$ cat src/rtl/rtc_pkg.sv
`default_nettype none
// ============================================================================
// rtc_pkg : shared mode encoding and field limits for the RTC timekeeper
// Rev 1.0
// ============================================================================
package rtc_pkg;

  typedef enum logic [2:0] {
    RUN   = 3'd0,
    SET_H = 3'd1,
    SET_M = 3'd2,
    SET_S = 3'd3,
    AL_H  = 3'd4,
    AL_M  = 3'd5
  } mode_t;

  localparam int HOURS_MAX = 23;
  localparam int MIN_MAX   = 59;
  localparam int SEC_MAX   = 59;

  // Unused encodings fall back to RUN so a corrupted mode register self-recovers.
  function automatic mode_t mode_next(input mode_t m);
    case (m)
      RUN:     return SET_H;
      SET_H:   return SET_M;
      SET_M:   return SET_S;
      SET_S:   return AL_H;
      AL_H:    return AL_M;
      AL_M:    return RUN;
      default: return RUN;
    endcase
  endfunction

endpackage
`default_nettype wire

$ cat src/rtl/wrap_counter.sv
`default_nettype none
// ============================================================================
// wrap_counter : mod-(MAX+1) up/down counter with clear, load and wrap carry
// Rev 1.0
// ============================================================================
module wrap_counter #(
  parameter int W   = 6,
  parameter int MAX = 59
) (
  input  logic         clk,
  input  logic         reset,
  input  logic         clear,
  input  logic         load_en,
  input  logic [W-1:0] load_val,
  input  logic         up,
  input  logic         down,
  output logic [W-1:0] count,
  output logic         carry_out
);

  localparam logic [W-1:0] MAX_V = W'(MAX);

  logic [W-1:0] count_d, count_q;

  always_comb begin
    count_d = count_q;
    if (clear) begin
      count_d = '0;
    end else if (load_en) begin
      count_d = load_val;
    end else if (up && !down) begin
      count_d = (count_q == MAX_V) ? '0 : count_q + 1'b1;
    end else if (down && !up) begin
      count_d = (count_q == '0) ? MAX_V : count_q - 1'b1;
    end
  end

  // Carry only on a genuine upward wrap; clear/load take precedence.
  assign carry_out = up && !down && !clear && !load_en && (count_q == MAX_V);
  assign count     = count_q;

  always_ff @(posedge clk) begin
    if (reset) begin
      count_q <= '0;
    end else begin
      count_q <= count_d;
    end
  end

endmodule
`default_nettype wire

$ cat src/rtl/rtc_timekeeper.sv
`default_nettype none
// ============================================================================
// rtc_timekeeper : time-of-day counter with tick prescaler, set modes and alarm
// Rev 1.0
// ============================================================================
module rtc_timekeeper
  import rtc_pkg::*;
#(
  parameter int TICK_DIV = 100000,
  parameter int FRAC_MAX = 99,
  parameter int FRAC_W   = 7
) (
  input  logic              clk,
  input  logic              reset,
  input  logic              inc,
  input  logic              dec,
  input  logic              mode_adv,
  input  logic              adj_en,
  input  logic              hr12,
  input  logic              alarm_en,
  input  logic              alarm_ack,
  output logic [4:0]        hours,
  output logic [5:0]        minutes,
  output logic [5:0]        seconds,
  output logic [FRAC_W-1:0] frac,
  output logic [4:0]        disp_hours,
  output logic              pm,
  output logic [2:0]        mode,
  output logic [4:0]        alarm_hours,
  output logic [5:0]        alarm_minutes,
  output logic              alarm_hit,
  output logic              alarm_active
);

  localparam int                   PRESC_W    = (TICK_DIV > 1) ? $clog2(TICK_DIV) : 1;
  localparam logic [PRESC_W-1:0]   PRESC_LAST = PRESC_W'(TICK_DIV - 1);

  mode_t              mode_d, mode_q;
  logic [PRESC_W-1:0] presc_d, presc_q;
  logic               inc_prev_q, dec_prev_q, adv_prev_q;
  logic               alarm_hit_d, alarm_hit_q;
  logic               alarm_active_d, alarm_active_q;

  logic inc_ev, dec_ev, adv_ev;
  logic adj_up, adj_dn;
  logic running, tick;
  logic sel_h, sel_m, sel_s, sel_ah, sel_am;
  logic frac_carry, sec_carry, min_carry, hr_carry, al_h_carry, al_m_carry;
  logic tick_min, tick_hr;
  logic [5:0] min_next;
  logic [4:0] hr_next;
  logic unused_carries;

  assign inc_ev = inc & ~inc_prev_q;
  assign dec_ev = dec & ~dec_prev_q;
  assign adv_ev = mode_adv & ~adv_prev_q;

  // Simultaneous inc and dec events cancel out.
  assign adj_up = adj_en & inc_ev & ~dec_ev;
  assign adj_dn = adj_en & dec_ev & ~inc_ev;

  assign sel_h  = (mode_q == SET_H);
  assign sel_m  = (mode_q == SET_M);
  assign sel_s  = (mode_q == SET_S);
  assign sel_ah = (mode_q == AL_H);
  assign sel_am = (mode_q == AL_M);

  always_comb begin
    mode_d = mode_q;
    if (adv_ev) begin
      mode_d = mode_next(mode_q);
    end
  end

  assign running = !(sel_h || sel_m || sel_s);
  assign tick    = running && (presc_q == PRESC_LAST);

  always_comb begin
    presc_d = presc_q;
    if (sel_s && (adj_up || adj_dn)) begin
      presc_d = '0;
    end else if (running) begin
      presc_d = tick ? '0 : presc_q + 1'b1;
    end
  end

  // Tick carries are qualified separately so adjust wraps never ripple upward.
  assign tick_min = frac_carry & sec_carry;
  assign tick_hr  = tick_min & min_carry;

  wrap_counter #(.W(FRAC_W), .MAX(FRAC_MAX)) u_frac (
    .clk       (clk),
    .reset     (reset),
    .clear     (sel_s & (adj_up | adj_dn)),
    .load_en   (1'b0),
    .load_val  ('0),
    .up        (tick),
    .down      (1'b0),
    .count     (frac),
    .carry_out (frac_carry)
  );

  wrap_counter #(.W(6), .MAX(SEC_MAX)) u_sec (
    .clk       (clk),
    .reset     (reset),
    .clear     (1'b0),
    .load_en   (1'b0),
    .load_val  ('0),
    .up        (frac_carry | (sel_s & adj_up)),
    .down      (sel_s & adj_dn),
    .count     (seconds),
    .carry_out (sec_carry)
  );

  wrap_counter #(.W(6), .MAX(MIN_MAX)) u_min (
    .clk       (clk),
    .reset     (reset),
    .clear     (1'b0),
    .load_en   (1'b0),
    .load_val  ('0),
    .up        (tick_min | (sel_m & adj_up)),
    .down      (sel_m & adj_dn),
    .count     (minutes),
    .carry_out (min_carry)
  );

  wrap_counter #(.W(5), .MAX(HOURS_MAX)) u_hr (
    .clk       (clk),
    .reset     (reset),
    .clear     (1'b0),
    .load_en   (1'b0),
    .load_val  ('0),
    .up        (tick_hr | (sel_h & adj_up)),
    .down      (sel_h & adj_dn),
    .count     (hours),
    .carry_out (hr_carry)
  );

  wrap_counter #(.W(5), .MAX(HOURS_MAX)) u_al_hr (
    .clk       (clk),
    .reset     (reset),
    .clear     (1'b0),
    .load_en   (1'b0),
    .load_val  ('0),
    .up        (sel_ah & adj_up),
    .down      (sel_ah & adj_dn),
    .count     (alarm_hours),
    .carry_out (al_h_carry)
  );

  wrap_counter #(.W(6), .MAX(MIN_MAX)) u_al_min (
    .clk       (clk),
    .reset     (reset),
    .clear     (1'b0),
    .load_en   (1'b0),
    .load_val  ('0),
    .up        (sel_am & adj_up),
    .down      (sel_am & adj_dn),
    .count     (alarm_minutes),
    .carry_out (al_m_carry)
  );

  assign unused_carries = hr_carry ^ al_h_carry ^ al_m_carry;

  // Predict the H:M that this tick produces so the hit lines up with the new time.
  always_comb begin
    min_next = min_carry ? 6'd0 : minutes + 6'd1;
    hr_next  = hours;
    if (min_carry) begin
      hr_next = (hours == 5'(HOURS_MAX)) ? 5'd0 : hours + 5'd1;
    end
  end

  always_comb begin
    alarm_hit_d    = alarm_en && tick_min &&
                     (hr_next == alarm_hours) && (min_next == alarm_minutes);
    alarm_active_d = alarm_hit_d | (alarm_active_q & ~alarm_ack);
  end

  always_ff @(posedge clk) begin
    if (reset) begin
      mode_q         <= RUN;
      presc_q        <= '0;
      inc_prev_q     <= 1'b0;
      dec_prev_q     <= 1'b0;
      adv_prev_q     <= 1'b0;
      alarm_hit_q    <= 1'b0;
      alarm_active_q <= 1'b0;
    end else begin
      mode_q         <= mode_d;
      presc_q        <= presc_d;
      inc_prev_q     <= inc;
      dec_prev_q     <= dec;
      adv_prev_q     <= mode_adv;
      alarm_hit_q    <= alarm_hit_d;
      alarm_active_q <= alarm_active_d;
    end
  end

  always_comb begin
    disp_hours = hours;
    if (hr12) begin
      if (hours == 5'd0) begin
        disp_hours = 5'd12;
      end else if (hours > 5'd12) begin
        disp_hours = hours - 5'd12;
      end
    end
  end

  assign pm           = (hours >= 5'd12);
  assign mode         = mode_q;
  assign alarm_hit    = alarm_hit_q;
  assign alarm_active = alarm_active_q;

endmodule
`default_nettype wire
$ cat config.mk
export PLATFORM = sky130hd
export DESIGN_NAME = rtc_timekeeper
export DESIGN_NICKNAME = d
export VERILOG_FILES = /design/src/rtl/rtc_pkg.sv /design/src/rtl/wrap_counter.sv /design/src/rtl/rtc_timekeeper.sv
export SDC_FILE = /design/constraint.sdc
export NUM_CORES = 1
export LEC_CHECK = 0
export BUFFER_PORTS_ARGS = -buffer_cell sky130_fd_sc_hd__buf_2
export CORE_UTILIZATION = 60
export CTS_BUF_LIST = sky130_fd_sc_hd__clkbuf_4 sky130_fd_sc_hd__clkbuf_8
export CTS_CLUSTER_SIZE = 16
export DETAILED_ROUTE_END_ITERATION = 16
export PLACE_DENSITY = 0.81
export SYNTH_ARGS = -nofsm -noshare
export SYNTH_HDL_FRONTEND = slang
export SYNTH_HIERARCHICAL = 1
export SYNTH_SLANG_ARGS = --single-unit
export TNS_END_PERCENT = 5
$ cat constraint.sdc
create_clock -name clk -period 7.8 [get_ports clk]
set_input_delay 2.34 -clock clk [delete_from_list [all_inputs] [get_ports clk]]
set_output_delay 2.34 -clock clk [all_outputs]
set_load 0.005 [all_outputs]
* Yosys cells after proc, flatten, opt, wreduce, memory -nomap -nowiden
Cells that the tools add are included.
** Cells by class
- $add $sub $neg :: 13
- Magnitude comparators :: 2
- Equal/unequal tests :: 14
- Mux-type cells :: 28
- Bitwise operators :: 32
- Reductions and logical operators :: 47
** Operators with widths (count)
- $mux W6 :: 13
- $mux W5 :: 12
- $and A1 B1 Y1 :: 21
- $logic_and A1 B1 Y1 :: 19
- $add A6 B1 Y6 const B :: 3
- $eq A6 B6 Y1 const B :: 3
- $logic_not A6 Y1 :: 3
- $sub A6 B1 Y6 const B :: 3
- $add A17 B1 Y17 const B :: 1
- $eq A17 B17 Y1 const B :: 1
- $mux W17 :: 1
- $pmux W3 S5 :: 1
- $logic_not A1 Y1 :: 12
- $add A5 B1 Y5 const B :: 2
- $eq A5 B5 Y1 const B :: 2
- $logic_not A5 Y1 :: 2
- $reduce_bool A2 Y1 :: 5
- $sub A5 B1 Y5 const B :: 2
- $add A7 B1 Y7 const B :: 1
- $eq A7 B7 Y1 const B :: 1
- $mux W7 :: 1
- $eq A3 B2 Y1 const B :: 2
- $eq A3 B3 Y1 const B :: 2
- $eq A6 B6 Y1 :: 1
- 10 further kinds :: 22
** Storage, ports and cells
- Bits in registers :: 60
- Input port bits :: 9
- Output and inout port bits :: 46
- Logic and storage cells :: 149

* Depth between registers and ports, before layout
Gate-level depths: netlist of run 1.
- Depth after elaboration :: 22
- Gate-level depth with buffers :: 25
- Mapped depth without buffers :: 21

* By module
Netlist of run 1, hierarchy kept.
** Modules (own cells, without submodules)
- wrap_counter at u_al_min ... :: times used 3, cells each 84, area an instance 659.4 um^2, sequential area each 120.1 um^2
- rtc_timekeeper :: times used 1, cells each 229, area an instance 1789.2 um^2, sequential area each 500.5 um^2
- wrap_counter at u_al_hr ... :: times used 2, cells each 59, area an instance 479.2 um^2, sequential area each 100.1 um^2
- wrap_counter at u_frac :: times used 1, cells each 106, area an instance 716.9 um^2, sequential area each 140.1 um^2

* Worst setup path after synthesis of run 1
No wires, ideal clock.
- Path type :: input-to-reg
- Start :: input port inc
- End :: register u_hr.count_q[3] (netlist: u_hr/count[3])
- Library setup time :: 0.060 ns
- Arrival :: 6.906 ns
- Data required time :: 7.740 ns
- Setup slack :: 0.834 ns
- Cell stages on the path :: 22
- Path buffers :: 3
- Path through :: nor2b_1 > or3b_1 > buf_2 > a21oi_2 > nor4_1 > o21bai_1 > nand2b_4 > or4_1 > nor3_1 > nand2_1 > o21ai_0 > nand2b_4 > or4_1 > nor3_1 > buf_6 > buf_2 > nand3_1 > o41ai_1 > nand2b_1 > o41a_1 > o211ai_1 > o2111a_1
** On the way
- Cells in the longest elaborated chain, start to end :: 20
** RTL lines
- start: declaration :: RTL line rtc_timekeeper.sv:15 : input logic inc,
- $and A1 B1 Y1 * :: RTL line rtc_timekeeper.sv:54 : assign inc_ev = inc & ~inc_prev_q;
- $and A1 B1 Y1 / $not A1 Y1 (equally long branches) :: RTL line rtc_timekeeper.sv:59, rtc_timekeeper.sv:60
- $and A1 B1 Y1, on equally long branches :: RTL line rtc_timekeeper.sv:59, rtc_timekeeper.sv:60
- $or A1 B1 Y1 * :: RTL line rtc_timekeeper.sv:94 : .clear (sel_s & (adj_up | adj_dn)),
- $and A1 B1 Y1 * :: RTL line rtc_timekeeper.sv:94
- $logic_not A1 Y1 * :: RTL line wrap_counter.sv:39 : assign carry_out = up && !down && !clear && !load_en && (count_q == MAX_V);
- $logic_and A1 B1 Y1 * (2 in a row) :: RTL line wrap_counter.sv:39
- via frac_carry :: RTL line rtc_timekeeper.sv:48 : logic frac_carry, sec_carry, min_carry, hr_carry, al_h_carry, al_m_carry;
- [3 not listed]
- via sec_carry :: RTL line rtc_timekeeper.sv:48
- [1 not listed]
- $or A1 B1 Y1 * :: RTL line rtc_timekeeper.sv:121 : .up (tick_min | (sel_m & adj_up)),
- $logic_and A1 B1 Y1 * (2 in a row) :: RTL line wrap_counter.sv:39
- via min_carry :: RTL line rtc_timekeeper.sv:48
- $and A1 B1 Y1 * :: RTL line rtc_timekeeper.sv:89 : assign tick_hr = tick_min & min_carry;
- $or A1 B1 Y1 * :: RTL line rtc_timekeeper.sv:133 : .up (tick_hr | (sel_h & adj_up)),
- $logic_not A1 Y1 :: RTL line wrap_counter.sv:33 : end else if (down && !up) begin
- $logic_and A1 B1 Y1 :: RTL line wrap_counter.sv:33
- $reduce_bool A2 Y1 (no source line)
- end signal: assignment :: RTL line wrap_counter.sv:46 : count_q <= count_d;
- end: declaration :: RTL line wrap_counter.sv:23 : logic [W-1:0] count_d, count_q;
The timed path passes the listed nets; every way through them passes the cells marked *.
A chain may end at the register's enable or synchronous reset.

* Worst setup path after layout of run 1
Same ends and word-level chain as after synthesis.

==> metrics.txt, run 1 <==
status=finished clean; Leakage Power=2.41 nW; number of max-cap violations=0; Worst path slowest cell=or4_1; relative slew slack=22.6%; # rows=34; Root Driver=clkbuf_8; part of the cycle the worst path needs=92.9%; Mapped Area=5420 µm²; Routed Antenna Nets=0; Top Ports=55; Setup Buffers After CTS=0; DRT Pass-1 Iters=5; First DRT Iteration DRCs=325; wirelength, routed=13300 µm; first-pass GRT wire length=22600 µm; final instance area=6000 µm²; crit-path cells=buf_2, nor2b_1, or3b_1, a21oi_2, nor4_1, o21bai_1, nand2b_4, or4_1, nor3_1, nand2_1, o21ai_0, nand2b_4, or4_1, nor3_4, nand3_1, o41ai_1, nand2b_1, o41a_1, o211ai_1, o2111a_1; Required @ worst endpoint=8090 ps; CP peak stage delay=600 ps; Fin Setup TNS=0 ps; hold path startpoint=presc_q[1]; fillers=717; Vias/cell=6.06; clk sinks=60; cell count after placement=883; met1 Use GR=36.2%; reg2reg start=mode[2]; hold slack=470 ps; worst slew pin tran=1150 ps; CP Capture Type=flip-flop; layout cells sized above 1=16.9%; Synthesis Warnings=6; initial antenna violation count=0; full die area=9410 µm²; CTS buffer count=9; Routed WL per cell=14.8 µm; met2 usage=48.8%; multi-input logic area=4030 µm²; CTS tree=yes; Final min period=7250 ps; RSZ-0062 raised after global routing=no; met3 Track Usage GR=4.26%; Initial Utilization=62.1%; critical path type=in2reg; Syn Area/Cell=7.74 µm²; GRT overflow=0; crit start category=primary input; final setup fails=0; Slew Viols, Final=0; # H-tree levels=3; Non-Filler Instances=899; DRC=0; maximum number of pins on one net before global-route repair=20; clk buf depth=2; antenna fix cells=0; R2R Setup Slk=1370 ps; Top Usage Layer GRT=met2; hold crit path type=reg2reg; fin util=68.8%; # nets final=818; Crit Path Max Fanout=10; register area=1200 µm²; I/O Buffers=54; Hold Vio Cnt, Final=0; hpwl dp=9760 µm; die width=97.0 µm; Tot GR Track Use=28.6%; Die Y=97.0 µm; DR vias=5447; Synth Instances=700; vias in the first global route=4918; Worst VDD drop=0.000101 V; crit path DAT=7530 ps; crit path from=inc; CTS clk-pin slew, worst paths=70 ps; Core ar.=8720 µm²; Clock Skew=10.9 ps; clk_lat worst skew=340 ps; Area after DPL=5790 µm²; RePlAce Congestion=0.940; Area growth syn-to-layout=10.7%; Cell Pwr Density=135 nW/µm²; Peak Freq=138 MHz
-- metal layers --
metal	up-vias	share of wire [%]
met1	2575	44
li1	2674	-
met4	0	1.9
met2	171	49
met5	-	0
met3	27	4.4
-- path summary, 6_finish.rpt --
check | end | cells past startpoint
worst max-delay path | u_hr/count[3] | 20
worst min-delay path | presc_q[1] | 2
worst max register to register | u_hr/count[3] | 21
worst min register to register | presc_q[1] | 2
-- area by class of cell --
class	count	share of cell area, %
Inverter	38	2.38
Timing Repair Buffer	56	4.76
Sequential cell	60	20.0
Tap cell	108	2.25
Multi-Input combinational cell	621	67.3
Clock inverter	7	1.25
Clock buffer	9	2.07
-- cell usage in the layout (no fill, tap or decap), types with 13 or more instances in the layout --
| master | instances |
|---|---|
| nor2_1 | 69 |
| dfxtp_1 | 60 |
| nand2_1 | 56 |
| conb_1 | 55 |
| buf_2 | 54 |
| inv_1 | 38 |
| a21oi_1 | 33 |
| o21ai_0 | 28 |
| nand3_1 | 25 |
| ha_1 | 23 |
| xnor2_1 | 22 |
| nor2b_1 | 21 |
| nor3_1 | 17 |
| nand2b_1 | 17 |
| xor2_1 | 15 |
| a31oi_1 | 14 |
| o211ai_1 | 13 |
-- worst max-delay path, delay by kind of cell --
| kind | cells | cell delay (ps) |
|---|---|---|
| buffers and inverters | 1 | 90 |
| AO/OA/AOI/OAI | 7 | 1720 |
| AND/OR/NAND/NOR | 12 | 3370 |
-- sequential cells by signal (all words and copies together) (netlist names) --
| signal | count |
|---|---|
| u_al_min/count | 6 |
| presc_q | 17 |
| u_al_hr/count | 5 |
| alarm_active | 1 |
| alarm_hit | 1 |
| adv_prev_q | 1 |
| mode | 3 |
| u_frac/count | 7 |
| dec_prev_q | 1 |
| inc_prev_q | 1 |
| u_min/count | 6 |
| u_hr/count | 5 |
| u_sec/count | 6 |
-- power breakdown --
| part | switching [mW] | internal, mW | total [mW] | leakage [nW] |
|---|---|---|---|---|
| Sequential | 0.0344 | 0.320 | 0.354 | 0.491 |
| Combinational | 0.0863 | 0.0754 | 0.162 | 1.82 |
| Clock | 0.142 | 0.150 | 0.292 | 0.104 |
| Total | 0.262 | 0.545 | 0.807 | 2.41 |
-- per-stage QoR --
| stage | total power [mW] | setup WS (ps) |
|---|---|---|
| global route | 0.850 | 157 |
| floorplan | 0.481 | 834 |
| global placement | 0.510 | 508 |
| detailed placement | 0.517 | 153 |
| CTS | 0.808 | 473 |
| finish | 0.807 | 554 |
-- timing repair --
item                                    4_1_cts  5_1_grt
gates resized for setup                       0        1
hold buffers                                  0        0
endpoints found under the setup margin        0        1
(Power assumes the default switching activity.)
==> run 2, diff against run 1 <==
- ABC_AREA: not set -> 1
- PLACE_DENSITY: 0.81 -> not set
- PLACE_DENSITY_LB_ADDON: not set -> 0.3
- RECOVER_POWER: not set -> 100
==> run 2 against run 1 <==
  * Sequential cell count did not move
  * Power rose by 1.3%
  * Final cell count rose by 26%
  * Routed wire length is 2.7% lower
  * Largest power group unchanged
==> metrics.txt, run 2 <==
antenna fix cells=0; Tot GR Track Use=27.3%; full die area=9720 µm²; Root Driver=clkbuf_8; clk sinks=60; Leakage Power=2.85 nW; Die Y=98.6 µm; final setup fails=0; First DRT Iteration DRCs=298; fillers=847; wirelength, routed=12900 µm; Fin Setup TNS=0 ps; R2R Setup Slk=2280 ps; die width=98.6 µm; number of max-cap violations=0; Top Ports=55; critical path type=in2reg; Clock Skew=12.9 ps; # H-tree levels=3; clock power share=31.9%; multi-input logic area=3940 µm²; CP Capture Type=flip-flop; RePlAce Congestion=0.923; Worst Hold Endpoint=presc_q[1]; Final min period=6460 ps; hpwl dp=9680 µm; commonest cells after routing, fill and taps aside=nand2_1, inv_1, nand3_1; Syn Area/Cell=6.05 µm²; reg2reg start=mode[2]; Slew Viols, Final=0; hold path depth=2; Switching Fraction=36.5%; reg2reg end=u_hr/count[2]; final instance area=6200 µm²; Logic pwr share=24.6%; Area after DPL=6060 µm²; register area=1200 µm²; layout cells sized above 1=14.0%; Synth Instances=925; Initial Utilization=63.0%; CTS buffer count=9; Crit Path Max Fanout=11; leading cell type in the layout, fill and taps excluded=nand2_1; DRT Pass-1 Iters=5; r2r worst-path depth=29; Cell Pwr Density=132 nW/µm²; vias in the first global route=4975; initial antenna violation count=0; Worst VDD drop=0.000100 V; crit path from=dec; Reg power frac=43.6%; crit path DAT=6690 ps; Routed WL per cell=11.4 µm; # rows=34; clk_lat worst skew=340 ps; Post-CTS Resized=0; top cell family by delay on the critical path=simple AND/OR/NAND/NOR gates; relative slew slack=49.6%; DR vias=5950; Mapped Area=5600 µm²; hold path startpoint=presc_q[1]; part of the cycle the worst path needs=82.9%; maximum number of pins on one net before global-route repair=18; CTS tree=yes; Most common cell on crit path=inv_1; DRC=0; Worst path slowest cell=o211ai_1; switching power=0.298 mW; cts hold-fix bufs=0; max reg flops=17; status=finished clean; clk buf depth=2; hold crit path type=reg2reg; # nets final=1055; Area growth syn-to-layout=10.7%; stages on the worst setup path=26; Hold Vio Cnt, Final=0; Biggest register=presc_q; I/O Buffers=54; Routed Antenna Nets=0; CP peak stage delay=430 ps; Core ar.=8890 µm²; GRT overflow=0; Crit path buffers/inverters=9; RSZ-0062 raised after global routing=no; Peak Freq=155 MHz; Synthesis Warnings=6; Int Power=0.520 mW; worst slew pin tran=756 ps; first-pass GRT wire length=22300 µm; Required @ worst endpoint=8030 ps; crit start category=primary input; Vias/cell=5.24; CTS clk-pin slew, worst paths=70 ps; Setup Buffers After CTS=0
-- run 2: worst max-delay path by stage --
stage | endpoint | slack, ps
floorplan | u_hr/count[2] | 2120
finish | u_hr/count[2] | 1340
global placement | u_hr/count[2] | 1710
global route | u_hr/count[3] | 640
CTS | u_hr/count[2] | 1860
detailed placement | u_hr/count[2] | 1530
-- run 2: worst min-delay path: cells and delay by family (launching register included) --
kind | cells | cell delay, ps
AND/OR/NAND/NOR | 1 | 70
AO/OA/AOI/OAI | 1 | 60
flip-flops | 1 | 330
-- run 2: layout make-up --
class	count	area share [%]
repair buffers	55	4.10
inverters	130	7.91
multi-input cells	767	63.5
well taps	108	2.18
flip-flops and latches	60	19.4
clock buffers	9	2.00
clock inverters	7	0.969
-- run 2: per-layer routing --
layer / global-route usage (%) / share of wire (%)
met5: 0 / 0
met4: 7.46 / 1.4
met3: 4.18 / 4.7
met2: 43.4 / 44
met1: 38.3 / 50
-- run 2: stage by stage --
step	instances	worst slack, ps	hold WS [ps]	total power, mW	util (%)
final	1136	1340	499	0.818	69.7
after detailed placement	1120	1530	482	0.560	68.2
after global routing	1136	636	519	0.874	69.7
after global placement	1120	1710	471	0.557	68.2
after floorplan	975	2120	461	0.516	-
after CTS	1136	1860	491	0.821	70.3
-- run 2: power groups by stage --
stage,logic [mW],clock network (mW),registers [mW]
floorplan,0.164,0,0.352
detailed placement,0.197,0,0.363
CTS,0.199,0.266,0.356
finish,0.201,0.261,0.356
global placement,0.194,0,0.363
global route,0.229,0.284,0.361
==> run 3, diff against run 2 <==
- CORE_UTILIZATION: 60 -> 56
- clock period: 7.8 -> 5.8 ns (I/O delays scaled with it)
==> run 3 against run 2 <==
  * Sequential power increased by 35%
  * Register-to-register slack worse by 1500 ps
  * Highest routed layer unchanged
  * Power grew 35%
  * Die area grew 7.0%
  * Non-clock buffer count increased by 1
  * Cell area is 0.52% higher
==> metrics.txt, run 3 (synthesis results as in run 2) <==
status=finished clean; switching power=0.407 mW; final instance area=6230 µm²; clk sinks=60; DRT Pass-1 Iters=5; layout cells sized above 1=13.3%; Biggest register=presc_q; Clock Skew=8.71 ps; First DRT Iteration DRCs=314; die width=102 µm; Leakage Power=2.81 nW; Vias/cell=5.09; Core ar.=9730 µm²; hold crit path type=reg2reg; CTS buffer count=9; Area growth syn-to-layout=11.3%; Logic pwr share=24.2%; Tot GR Track Use=25.5%; hold path startpoint=presc_q[1]; Fin Setup TNS=0 ps; Worst Hold Endpoint=presc_q[1]; GRT overflow=0; Slew Viols, Final=0; hold path depth=2; critical path type=in2reg; Reg power frac=43.4%; # nets final=1056; reg2reg end=u_hr/count[2]; top cell family by delay on the critical path=simple AND/OR/NAND/NOR gates; maximum number of pins on one net before global-route repair=18; max reg flops=17; # rows=36; initial antenna violation count=0; leading cell type in the layout, fill and taps excluded=nand2_1; RSZ-0062 raised after global routing=no; vias in the first global route=4977; Area after DPL=6100 µm²; CTS clk-pin slew, worst paths=80 ps; CP peak stage delay=370 ps; part of the cycle the worst path needs=92.4%; hpwl dp=9680 µm; Int Power=0.698 mW; clk buf depth=2; Worst path slowest cell=nor4_1; Initial Utilization=57.5%; Most common cell on crit path=inv_1; Die Y=102 µm; cts hold-fix bufs=0; Final min period=5360 ps; clk_lat worst skew=350 ps; crit path DAT=5600 ps; CTS tree=yes; DRC=0; Routed WL per cell=11.1 µm; number of max-cap violations=0; final setup fails=0; Worst VDD drop=0.000107 V; Setup Buffers After CTS=0; wirelength, routed=12900 µm; Cell Pwr Density=177 nW/µm²; antenna fix cells=0; reg2reg start=mode[2]; # H-tree levels=3; R2R Setup Slk=770 ps; r2r worst-path depth=30; DR vias=5917; clock power share=32.4%; Root Driver=clkbuf_8; Crit Path Max Fanout=11; full die area=10400 µm²; Top Ports=55; first-pass GRT wire length=21800 µm; worst slew pin tran=653 ps; Hold Vio Cnt, Final=0; Crit path buffers/inverters=9; commonest cells after routing, fill and taps aside=nand2_1, inv_1, nand3_1; relative slew slack=56.4%; crit start category=primary input; hold slack=483 ps; Peak Freq=187 MHz; CP Capture Type=flip-flop; Routed Antenna Nets=0; RePlAce Congestion=0.888; Required @ worst endpoint=6040 ps; Switching Fraction=36.8%; Post-CTS Resized=0; I/O Buffers=54
-- run 3: per-stage QoR --
step	util (%)	worst slack, ps	power [mW]	std cells
2_1_floorplan	-	715	0.693	975
3_3_place_gp	62.7	278	0.752	1146
3_5_place_dp	62.7	119	0.754	1146
4_1_cts	64.6	487	1.11	1162
5_1_grt	64.1	26.5	1.18	1162
6_report	64.1	439	1.11	1162
-- run 3: layout make-up --
type                       count  area [µm²]
clock buffer                   9         124
tap                          133         166
sequential                    60        1200
inverter                     130         490
fill                         965        3500
clock inverter                 7        58.8
multi-input combinational    767        3940
timing repair buffer          56         250
-- run 3: metal layers --
layer	up-vias	wire length, µm	global-route usage [%]
met5	-	0	0
met1	2606	6430	34.8
li1	3169	-	-
met3	15	522	2.87
met2	127	5830	42.0
met4	0	156	8.35
-- run 3: how the worst max path moves through the flow --
| stage | startpoint | endpoint | slack, ps | cells after the start |
|---|---|---|---|---|
| floorplan | inc | u_hr/count[2] | 720 | 26 |
| global placement | dec | u_hr/count[2] | 280 | 25 |
| detailed placement | dec | u_hr/count[2] | 120 | 26 |
| CTS | inc | u_hr/count[3] | 490 | 25 |
| global route | inc | u_hr/count[4] | 30 | 25 |
| finish | inc | u_hr/count[2] | 440 | 26 |
-- run 3: worst reg2reg max path: cells and delay by family, from the launching register on --
family                 cells  cell delay [ps]
and+or+nand+nor           14             2180
buffers and inverters     10             1230
DFF                        1              540
AOI/OAI and AO/OA          6              990
-- run 3: power groups by stage --
stage	Sequential, mW	Combinational (mW)	Clock, mW
5_1_grt	0.485	0.311	0.388
3_3_place_gp	0.489	0.263	0
6_report	0.480	0.268	0.357
2_1_floorplan	0.473	0.220	0
3_5_place_dp	0.489	0.265	0
4_1_cts	0.479	0.266	0.367
